--- src/rtl/nibble_serial_adder_pkg.sv ---
// Shared types and constants for the nibble-serial adder.
// The sequencer walks the operands one nibble per cycle.
package nibble_serial_adder_pkg;

  localparam int unsigned NIBBLE = 4;

  typedef enum logic [1:0] {
    StIdle,
    StRun,
    StDone
  } state_e;

  function automatic int unsigned num_nibbles(input int unsigned width);
    return width / NIBBLE;
  endfunction

endpackage

--- src/rtl/ripple_Adder.sv ---
// 4-bit ripple-carry adder used as the datapath of the nibble-serial adder.
// Port names are kept from the existing block.
module ripple_Adder (
  input  logic [3:0] x,
  input  logic [3:0] y,
  input  logic       Cin,
  output logic [3:0] S,
  output logic       Cout
);

  logic [4:0] c;

  always_comb begin
    S    = '0;
    c    = '0;
    c[0] = Cin;
    for (int i = 0; i < 4; i++) begin
      S[i]   = x[i] ^ y[i] ^ c[i];
      c[i+1] = (x[i] & y[i]) | (c[i] & (x[i] ^ y[i]));
    end
    Cout = c[4];
  end

endmodule

--- src/rtl/nibble_serial_adder.sv ---
// WIDTH-bit adder computing four bits per cycle through a single 4-bit ripple adder,
// with valid/ready handshakes on both the operand and result sides.
module nibble_serial_adder
  import nibble_serial_adder_pkg::*;
#(
  parameter int unsigned WIDTH = 16
) (
  input  logic             clk,
  input  logic             rst_n,
  input  logic             in_valid,
  output logic             in_ready,
  input  logic [WIDTH-1:0] a,
  input  logic [WIDTH-1:0] b,
  input  logic             cin,
  output logic             out_valid,
  input  logic             out_ready,
  output logic [WIDTH-1:0] sum,
  output logic             cout
);

  localparam int unsigned N    = num_nibbles(WIDTH);
  localparam int unsigned CntW = (N > 1) ? $clog2(N) : 1;
  localparam logic [CntW-1:0] CntLast = CntW'(N - 1);

  if ((WIDTH % NIBBLE) != 0 || WIDTH < 8) begin : g_width_check
    $error("nibble_serial_adder: WIDTH must be a multiple of 4 and at least 8");
  end

  state_e            state_q, state_d;
  logic [WIDTH-1:0]  a_q, a_d;
  logic [WIDTH-1:0]  b_q, b_d;
  logic [WIDTH-1:0]  res_q, res_d;
  logic              carry_q, carry_d;
  logic [CntW-1:0]   cnt_q, cnt_d;

  logic [NIBBLE-1:0] add_s;
  logic              add_c;

  ripple_Adder u_ripple_adder (
    .x    (a_q[NIBBLE-1:0]),
    .y    (b_q[NIBBLE-1:0]),
    .Cin  (carry_q),
    .S    (add_s),
    .Cout (add_c)
  );

  always_comb begin
    state_d   = state_q;
    a_d       = a_q;
    b_d       = b_q;
    res_d     = res_q;
    carry_d   = carry_q;
    cnt_d     = cnt_q;
    in_ready  = 1'b0;
    out_valid = 1'b0;

    unique case (state_q)
      StIdle: begin
        in_ready = 1'b1;
        if (in_valid) begin
          a_d     = a;
          b_d     = b;
          carry_d = cin;
          cnt_d   = '0;
          state_d = StRun;
        end
      end
      StRun: begin
        // Sum nibbles enter at the top so the first one lands at bits 3:0 after N shifts.
        res_d   = {add_s, res_q[WIDTH-1:NIBBLE]};
        a_d     = a_q >> NIBBLE;
        b_d     = b_q >> NIBBLE;
        carry_d = add_c;
        cnt_d   = cnt_q + CntW'(1);
        if (cnt_q == CntLast) begin
          state_d = StDone;
        end
      end
      StDone: begin
        out_valid = 1'b1;
        if (out_ready) begin
          state_d = StIdle;
        end
      end
      default: state_d = StIdle;
    endcase
  end

  always_ff @(posedge clk or negedge rst_n) begin
    if (!rst_n) begin
      state_q <= StIdle;
      a_q     <= '0;
      b_q     <= '0;
      res_q   <= '0;
      carry_q <= 1'b0;
      cnt_q   <= '0;
    end else begin
      state_q <= state_d;
      a_q     <= a_d;
      b_q     <= b_d;
      res_q   <= res_d;
      carry_q <= carry_d;
      cnt_q   <= cnt_d;
    end
  end

  assign sum  = res_q;
  assign cout = carry_q;

endmodule

--- config.mk ---
export PLATFORM = sky130hd
export DESIGN_NAME = nibble_serial_adder
export DESIGN_NICKNAME = d
export VERILOG_FILES = /design/src/rtl/nibble_serial_adder_pkg.sv /design/src/rtl/ripple_Adder.sv /design/src/rtl/nibble_serial_adder.sv
export SDC_FILE = /design/constraint.sdc
export NUM_CORES = 1
export LEC_CHECK = 0
export CAP_MARGIN = 10
export CORE_MARGIN = 3
export CORE_UTILIZATION = 45
export DETAILED_ROUTE_END_ITERATION = 6
export MAX_ROUTING_LAYER = met4
export PLACE_DENSITY_LB_ADDON = 0.08
export RECOVER_POWER = 25
export SKIP_LAST_GASP = 1
export SLEW_MARGIN = 20
export SYNTH_ARGS = -nofsm -noshare
export SYNTH_HDL_FRONTEND = slang
export SYNTH_SLANG_ARGS = --single-unit
export TNS_END_PERCENT = 5
--- constraint.sdc ---
create_clock -name clk -period 5.9 [get_ports clk]
set_clock_uncertainty 0.2 [all_clocks]
set_input_delay 1.18 -clock clk [delete_from_list [all_inputs] [get_ports clk]]
set_output_delay 1.18 -clock clk [all_outputs]
set_load 0.01 [all_outputs]
**Word-level counts from Yosys, hierarchy flattened**

Index checks and enable logic that the tools add are counted.

- Output and inout port bits: 19
- Logic and storage cells: 51
- Input bits: 37
- Bits in registers: 53

- Eq/ne operators: 6
- Bitwise gates (word level): 20
- Reductions and logical operators: 4
- Add/subtract/negate cells: 1
- Muxes and demuxes: 14

Operators with widths:

| kind | count |
|---|---|
| $pmux 16 s2 | 2 |
| $mux 16 | 2 |
| $and 1x1->1 | 8 |
| $mux 2 | 4 |
| $xor 1x1->1 | 8 |
| $ne 2x2->1 const B | 3 |
| $pmux 2 s3 | 1 |
| $eq 2x2->1 const B | 2 |
| $or 1x1->1 | 4 |
| $pmux 2 s2 | 1 |
| $mux 1 | 3 |
| $reduce_and 3->1 | 1 |
| $add 2x1->2 const B | 1 |
| $eq 2x1->1 const B | 1 |
| $logic_not 2->1 | 1 |
| $pmux 1 s2 | 1 |
| $reduce_and 2->1 | 1 |
| $reduce_bool 2->1 | 1 |

**Logic depth before layout (Yosys ltp)**

Gate-level depths: netlist (run 1).

- Word-level depth: 10
- Gate-level depth with buffers: 8
- Depth with buffers taken out: 8

**By module**

A second synthesis (run 1) with hierarchy kept.

- Cells, all modules: 239
- Area, all modules: 2407.3 µm²

Modules (own cells, without submodules):

| module | area an instance (µm²) | cells each | seq. area each (µm²) | times used |
|---|---|---|---|---|
| nibble_serial_adder | 2289.7 | 225 | 1326.3 | 1 |
| ripple_Adder | 117.6 | 14 | 0.0 | 1 |

**Least setup slack after synthesis (run 1)**

OpenSTA, ideal clock, no wires.

- Path kind: flip-flop to flip-flop
- Start: reg carry_q, in the netlist cout
- End: reg res_q[15], in the netlist sum[15]
- Stages on the path, launching flop included: 9
- Period minus slack after synthesis: 2.324 ns
- Path slack: 3.576 ns
- Buffers on the path: 0
- Arrival time: 2.042 ns
- Setup time: 0.083 ns
- Data required time: 5.617 ns
- Cell sequence: dfrtp_1 -> fa_1 -> inv_1 -> fa_1 -> inv_1 -> fa_1 -> inv_1 -> fa_1 -> o21ai_0

- Word-level cells in the longest chain between the ends: 7

RTL lines:

| item | line | RTL |
|---|---|---|
| start, declared | nibble_serial_adder.sv:33 | `logic carry_q, carry_d;` |
| start signal, assigned | nibble_serial_adder.sv:102 | `carry_q <= carry_d;` |
| $and 1x1->1 | ripple_Adder.sv:19 | `c[i+1] = (x[i] & y[i]) \| (c[i] & (x[i] ^ y[i]));` |
| $or 1x1->1 | ripple_Adder.sv:19 |  |
| $and 1x1->1 | ripple_Adder.sv:19 |  |
| $or 1x1->1 | ripple_Adder.sv:19 |  |
| $and 1x1->1 | ripple_Adder.sv:19 |  |
| $or 1x1->1 | ripple_Adder.sv:19 |  |
| $xor 1x1->1 | ripple_Adder.sv:18 | `S[i] = x[i] ^ y[i] ^ c[i];` |
| end signal, assigned | nibble_serial_adder.sv:101 | `res_q <= res_d;` |
| end, declared | nibble_serial_adder.sv:32 | `logic [WIDTH-1:0] res_q, res_d;` |

No other way between the ends.
A chain may end at the register's enable or synchronous reset.

==> impl_metrics.tcl, run 1 <==
set metrics [dict create \
    portBuffers 55 \
    fin_crit_sh_pct 62.1 \
    fp.dieW_um 80.9 \
    cp_num_buf_inv 2 \
    whs_endpoint "sum[1]" \
    pwr-share-seq_pct 40.9 \
    min_path_cells 2 \
    min_from "sum[1]" \
    layout-drive-gt1-share_pct 13.5 \
    postCtsSetupBuffers 0 \
    antenna_found_initial 0 \
    ys_seq_area_share_pct 52.5 \
    vias 1906 \
    end_kind "async pin" \
    synth_area_leaders "dfrtp_1, nand2_1, o22ai_1" \
    hold_viol_final 0 \
    setup_ws_ps 2240 \
    preCtsSetupSlack_ps 2640 \
    numCtsBuffers 5 \
    grt_pass1_wl_um 9230 \
    clk_latency_ps 310 \
    layout_commonest_cell "nand2_1" \
    internal_power_w 0.00101 \
    switchingPower_w 0.000702 \
    remaining_drc_errors 0 \
    routedWlPerCell_um 15.2 \
    combPwrFrac_pct 47.2 \
    avgSynthCellArea_sq_um 10.3 \
    switching_share_pct 41.1 \
    criticalPathCategory "in -> async" \
    syn_inst 244 \
    drtAntennaViolNets 0 \
    status "finished, violations left" \
    rr_worst_depth 8 \
    routabilityCongestion 0.768 \
    whs_ps 281 \
    r2r-start "cout" \
    synth_top_area_share_pct 52.5 \
    r2r_slack_ps 3440 \
    violations "max-capacitance violations, max-slew violations" \
    dr.pass1.iters 4 \
    ys_warn_count 0 \
    worst_path_largest_cell_delay_ps 2000 \
    drt_iter0_markers 75 \
    slew_headroom_pct -88.8 \
    met2_length_um 2390 \
    grt_pass1_vias 1837 \
    nNetsFinal 330 \
    grt_max_degree 54 \
    drt_wl_total_um 5470 \
    crit_fanout 53 \
    crit_chain "buf_2 -> clkbuf_1" \
    dieHeight_um 80.9 \
    cts_num_sinks 53 \
    startpoint_type "input port" \
    synth.largest_area_cell "dfrtp_1" \
    start_util_pct 47.9 \
    syn_nets 286 \
    vias_per_cell 5.31 \
    crit_arrival_ps 3280 \
    fp.dieArea_sq_um 6550 \
    p_leak_nw 1.34 \
    clockPowerShare_pct 11.9 \
    path_delay_family "buffers and inverters" \
    worst-endpoint-required_ps 5510 \
    min_path_type "reg -> reg" \
    antenna_cells 0 \
    dr_wl_met3_um 249 \
    cts_max_level 2 \
    netlist_area_sq_um 2520 \
    tightest_slew_ps 2830 \
    maxCapViolations 1 \
    timing.fmax_mhz 273 \
    ctsHoldBuffers 0 \
    ctsResizeCount 0 \
    synthDistinctLibCells 30 \
    rsz0062_at_grt "no" \
    track_usage_pct 19.0 \
    met1_length_um 2760 \
    slowest_stage "clkbuf_1" \
    ir_worst_vdd_v 0.000283 \
    finalSetupViolCount 0 \
    cts_tree "yes" \
    hpwl_um 3640 \
    r2r-end "sum[15]" \
    syn2layout_area_growth_pct 23.8 \
    io_pins 56 \
    final_cell_mix "nand2_1, clkdlybuf4s50_1, dfrtp_1" \
    setup_tns_ps 0 \
    core_sq_um 5270 \
    cts_buffer_depth 2 \
    rows 26 \
    power_density_nw_per_um2 547 \
    maxSlewViolCount 54 \
    period_minus_slack_ps 3660 \
    overflow 0 \
    clkTransAtPathRegs_ps 90 \
    cts-root-buf "clkbuf_8" \
    synth-seq-cells 53 \
    top_layer "met4" \
]
-- cells in the mapped netlist --
cell type and count:
a221oi_1 1, a2bb2oi_1 3, a21oi_1 8, nor2_2 1, nor2b_1 2, clkbuf_1 2
dfrtp_1 53, nand2_1 55, a21oi_2 10, ha_1 1, o21ai_0 16, nor2_1 4
o22ai_2 10, fa_1 4, inv_1 10, o31ai_1 1, buf_6 2, o221a_2 4
o22ai_1 27, buf_4 5, a211oi_1 1, o21ai_1 3, buf_8 1, o32ai_1 1
nand2b_1 1, clkbuf_2 1, nand3b_1 4, nand2b_4 2, or2_2 1, buf_2 10
-- state kept, by name, summed over array words and instances, names as in the netlist --
name,flops
a_q,16
b_q,16
sum,16
cnt_q,2
state_q,2
cout,1
-- area by class of cell --
cell class | instances | area [sq um]
Clock buffer | 5 | 68.8
Clock inverter | 3 | 17.5
Fill cell | 494 | 2140
Inverter | 10 | 37.5
Multi-Input combinational cell | 160 | 1020
Sequential cell | 53 | 1330
Tap cell | 70 | 87.6
Timing Repair Buffer | 58 | 564
-- worst min-delay path: stages, from the launching register on --
cell,delay (ps)
dfrtp_1,350
nand2_1,50
nand2_1,60
-- power by group through the flow --
stage | clock, W | combinational [W] | sequential, W
6_report | 0.000203 | 0.000807 | 0.000700
5_1_grt | 0.000224 | 0.000916 | 0.000728
4_1_cts | 0.000209 | 0.000821 | 0.000700
3_5_place_dp | 0 | 0.000817 | 0.000708
3_3_place_gp | 0 | 0.000801 | 0.000705
2_1_floorplan | 0 | 0.000609 | 0.000672
-- kinds of logic after synthesis --
kind of cell             after synthesis  synth area share [%]
AO/OA/AOI/OAI                         85                  24.6
adder cells (fa/ha/maj)                5                  3.67
buffers and inverters                 31                  6.94
flip-flops                            53                  52.5
AND/OR/NAND/NOR                       70                  12.3
-- metrics by stage --
step | cell area [sq um] | total power, W | util [%] | instances
global placement | 3040 | 0.00151 | 57.7 | 351
detailed placement | 3040 | 0.00153 | 57.7 | 351
global route | 3130 | 0.00187 | 59.3 | 359
finish | 3130 | 0.00171 | 59.3 | 359
CTS | 3130 | 0.00173 | 59.4 | 359
floorplan | 2520 | 0.00128 | - | 244
-- layer usage --
metal	up-vias	track usage, %
li1	948	-
met1	902	27.2
met2	48	27.2
met3	8	3.22
met4	0	6.59
met5	-	-
-- worst max-delay path by stage --
stage                           from        end  slack, ps  depth (start not counted)
after floorplan                 cout    sum[15]       3580                          8
after global placement    state_q[1]  out_valid       2650                          3
after detailed placement  state_q[1]  out_valid       2640                          3
after CTS                 state_q[1]  out_valid       2280                          3
after global routing           rst_n     a_q[7]       1610                          2
final                          rst_n     b_q[7]       2240                          2
No activity file was read; power rests on OpenSTA's default activity.
==> run 2, diff against run 1 <==
Clock period 5.9 ns to 3.8 ns, I/O delays scaled along.
==> impl_metrics.tcl, run 2 (synthesis gave the netlist of run 1 again) <==
set metrics [dict create \
    status "finished, violations left" \
    violations "max-capacitance violations, max-slew violations" \
    endpoint "in_ready" \
    antenna_found_initial 0 \
    startpoint "state_q[1]" \
    portBuffers 55 \
    rr_worst_depth 8 \
    grt_pass1_wl_um 9330 \
    power_density_nw_per_um2 851 \
    setup_tns_ps 0 \
    fp.dieArea_sq_um 6550 \
    vias_per_cell 5.30 \
    layout_commonest_cell "nand2_1" \
    core_sq_um 5270 \
    remaining_drc_errors 0 \
    final_cell_mix "nand2_1, clkdlybuf4s50_1, dfrtp_1" \
    finalSetupViolCount 0 \
    worst-endpoint-required_ps 2840 \
    cp_num_buf_inv 1 \
    maxCapViolations 1 \
    drtAntennaViolNets 0 \
    vias 1912 \
    postCtsSetupBuffers 0 \
    min_path_type "reg -> reg" \
    clkTransAtPathRegs_ps 90 \
    pwr-share-seq_pct 40.0 \
    rows 26 \
    combPwrFrac_pct 48.2 \
    crit_fanout 18 \
    maxSlewViolCount 35 \
    place_inst 353 \
    startpoint_type "flop" \
    fin_crit_sh_pct 74.5 \
    worst_path_largest_cell_delay_ps 610 \
    overflow 0 \
    path_delay_family "flip-flops" \
    cts_tree "yes" \
    criticalPathCategory "reg -> out" \
    p_leak_nw 1.35 \
    fill_cells 472 \
    slowest_stage "dfrtp_1" \
    ir_worst_vdd_v 0.000334 \
    start_util_pct 47.9 \
    numCtsBuffers 5 \
    cts_num_sinks 53 \
    drt_iter0_markers 143 \
    grt_pass1_vias 1809 \
    internal_power_w 0.00158 \
    layout-drive-gt1-share_pct 13.4 \
    switching_share_pct 41.0 \
    timing.fmax_mhz 353 \
    rsz0062_at_grt "no" \
    io_pins 56 \
    switchingPower_w 0.00110 \
    dieHeight_um 80.9 \
    ctsHoldBuffers 0 \
    slew_headroom_pct -22.9 \
    track_usage_pct 19.1 \
    dr.pass1.iters 4 \
    crit_chain "nor2_1 -> clkdlybuf4s50_1" \
    routabilityCongestion 0.732 \
    cts-root-buf "clkbuf_8" \
    ctsResizeCount 0 \
    r2r-end "sum[15]" \
    cp.depth 2 \
    period_minus_slack_ps 2830 \
    hpwl_um 3960 \
    final_cells 361 \
    syn2layout_area_growth_pct 24.4 \
    crit_arrival_ps 1870 \
    cts_max_level 2 \
    fp.dieW_um 80.9 \
    clk_latency_ps 310 \
    routedWlPerCell_um 15.8 \
    r2r_slack_ps 1360 \
    r2r-start "cout" \
    end_kind "primary output" \
    drt_wl_total_um 5690 \
    cts_buffer_depth 2 \
    hold_viol_final 0 \
    clockPowerShare_pct 11.8 \
    nNetsFinal 332 \
    antenna_cells 0 \
    tightest_slew_ps 1840 \
    grt_max_degree 40 \
]
run 2: layer usage:
layer / track usage, % / wire [um] / up-vias
met5: - / 0 / -
met4: 4.56 / 17 / 0
met3: 4.88 / 288 / 2
met2: 27.5 / 2630 / 49
met1: 27.2 / 2760 / 914
li1: - / - / 947
run 2: power groups by stage:
stage                     Combinational, W  Sequential, W  Clock, W
final                              0.00129        0.00107  0.000316
after global routing               0.00145        0.00111  0.000346
after CTS                          0.00130        0.00107  0.000321
after detailed placement           0.00130        0.00108         0
after global placement             0.00128        0.00107         0
after floorplan                   0.000945        0.00104         0
run 2: metrics by stage:
step | power, W | utilization (%) | instance area [sq um] | hold WS [ps] | worst slack, ps
6_report | 0.00267 | 59.6 | 3140 | 280 | 969
5_1_grt | 0.00291 | 59.6 | 3140 | 306 | 876
4_1_cts | 0.00269 | 59.6 | 3140 | 285 | 983
3_5_place_dp | 0.00238 | 58.0 | 3060 | 262 | 836
3_3_place_gp | 0.00235 | 58.0 | 3060 | 257 | 893
2_1_floorplan | 0.00199 | - | 2520 | 246 | 1480
run 2: area by class of cell:
class	instances	area (sq um)	share of cell area, %
well taps	70	87.6	2.79
repair buffers	60	582	18.5
flip-flops and latches	53	1330	42.2
multi-input cells	160	1020	32.6
clock inverters	1	7.51	0.239
clock buffers	7	76.3	2.43
inverters	10	37.5	1.20
run 2: worst register-to-register path, stage by stage (launching register included):
cell,delay (ps)
dfrtp_1,440
fa_1,440
inv_1,90
fa_1,160
inv_1,50
fa_1,350
inv_1,70
fa_1,390
o21ai_0,170
run 2: worst min-delay path by stage:
stage	start	endpoint	slack, ps	depth (start not counted)
finish	sum[1]	sum[1]	280	2
global route	sum[0]	sum[0]	310	2
CTS	sum[0]	sum[0]	280	2
detailed placement	sum[0]	sum[0]	260	2
global placement	sum[1]	sum[1]	260	2
floorplan	cnt_q[0]	cnt_q[0]	250	1
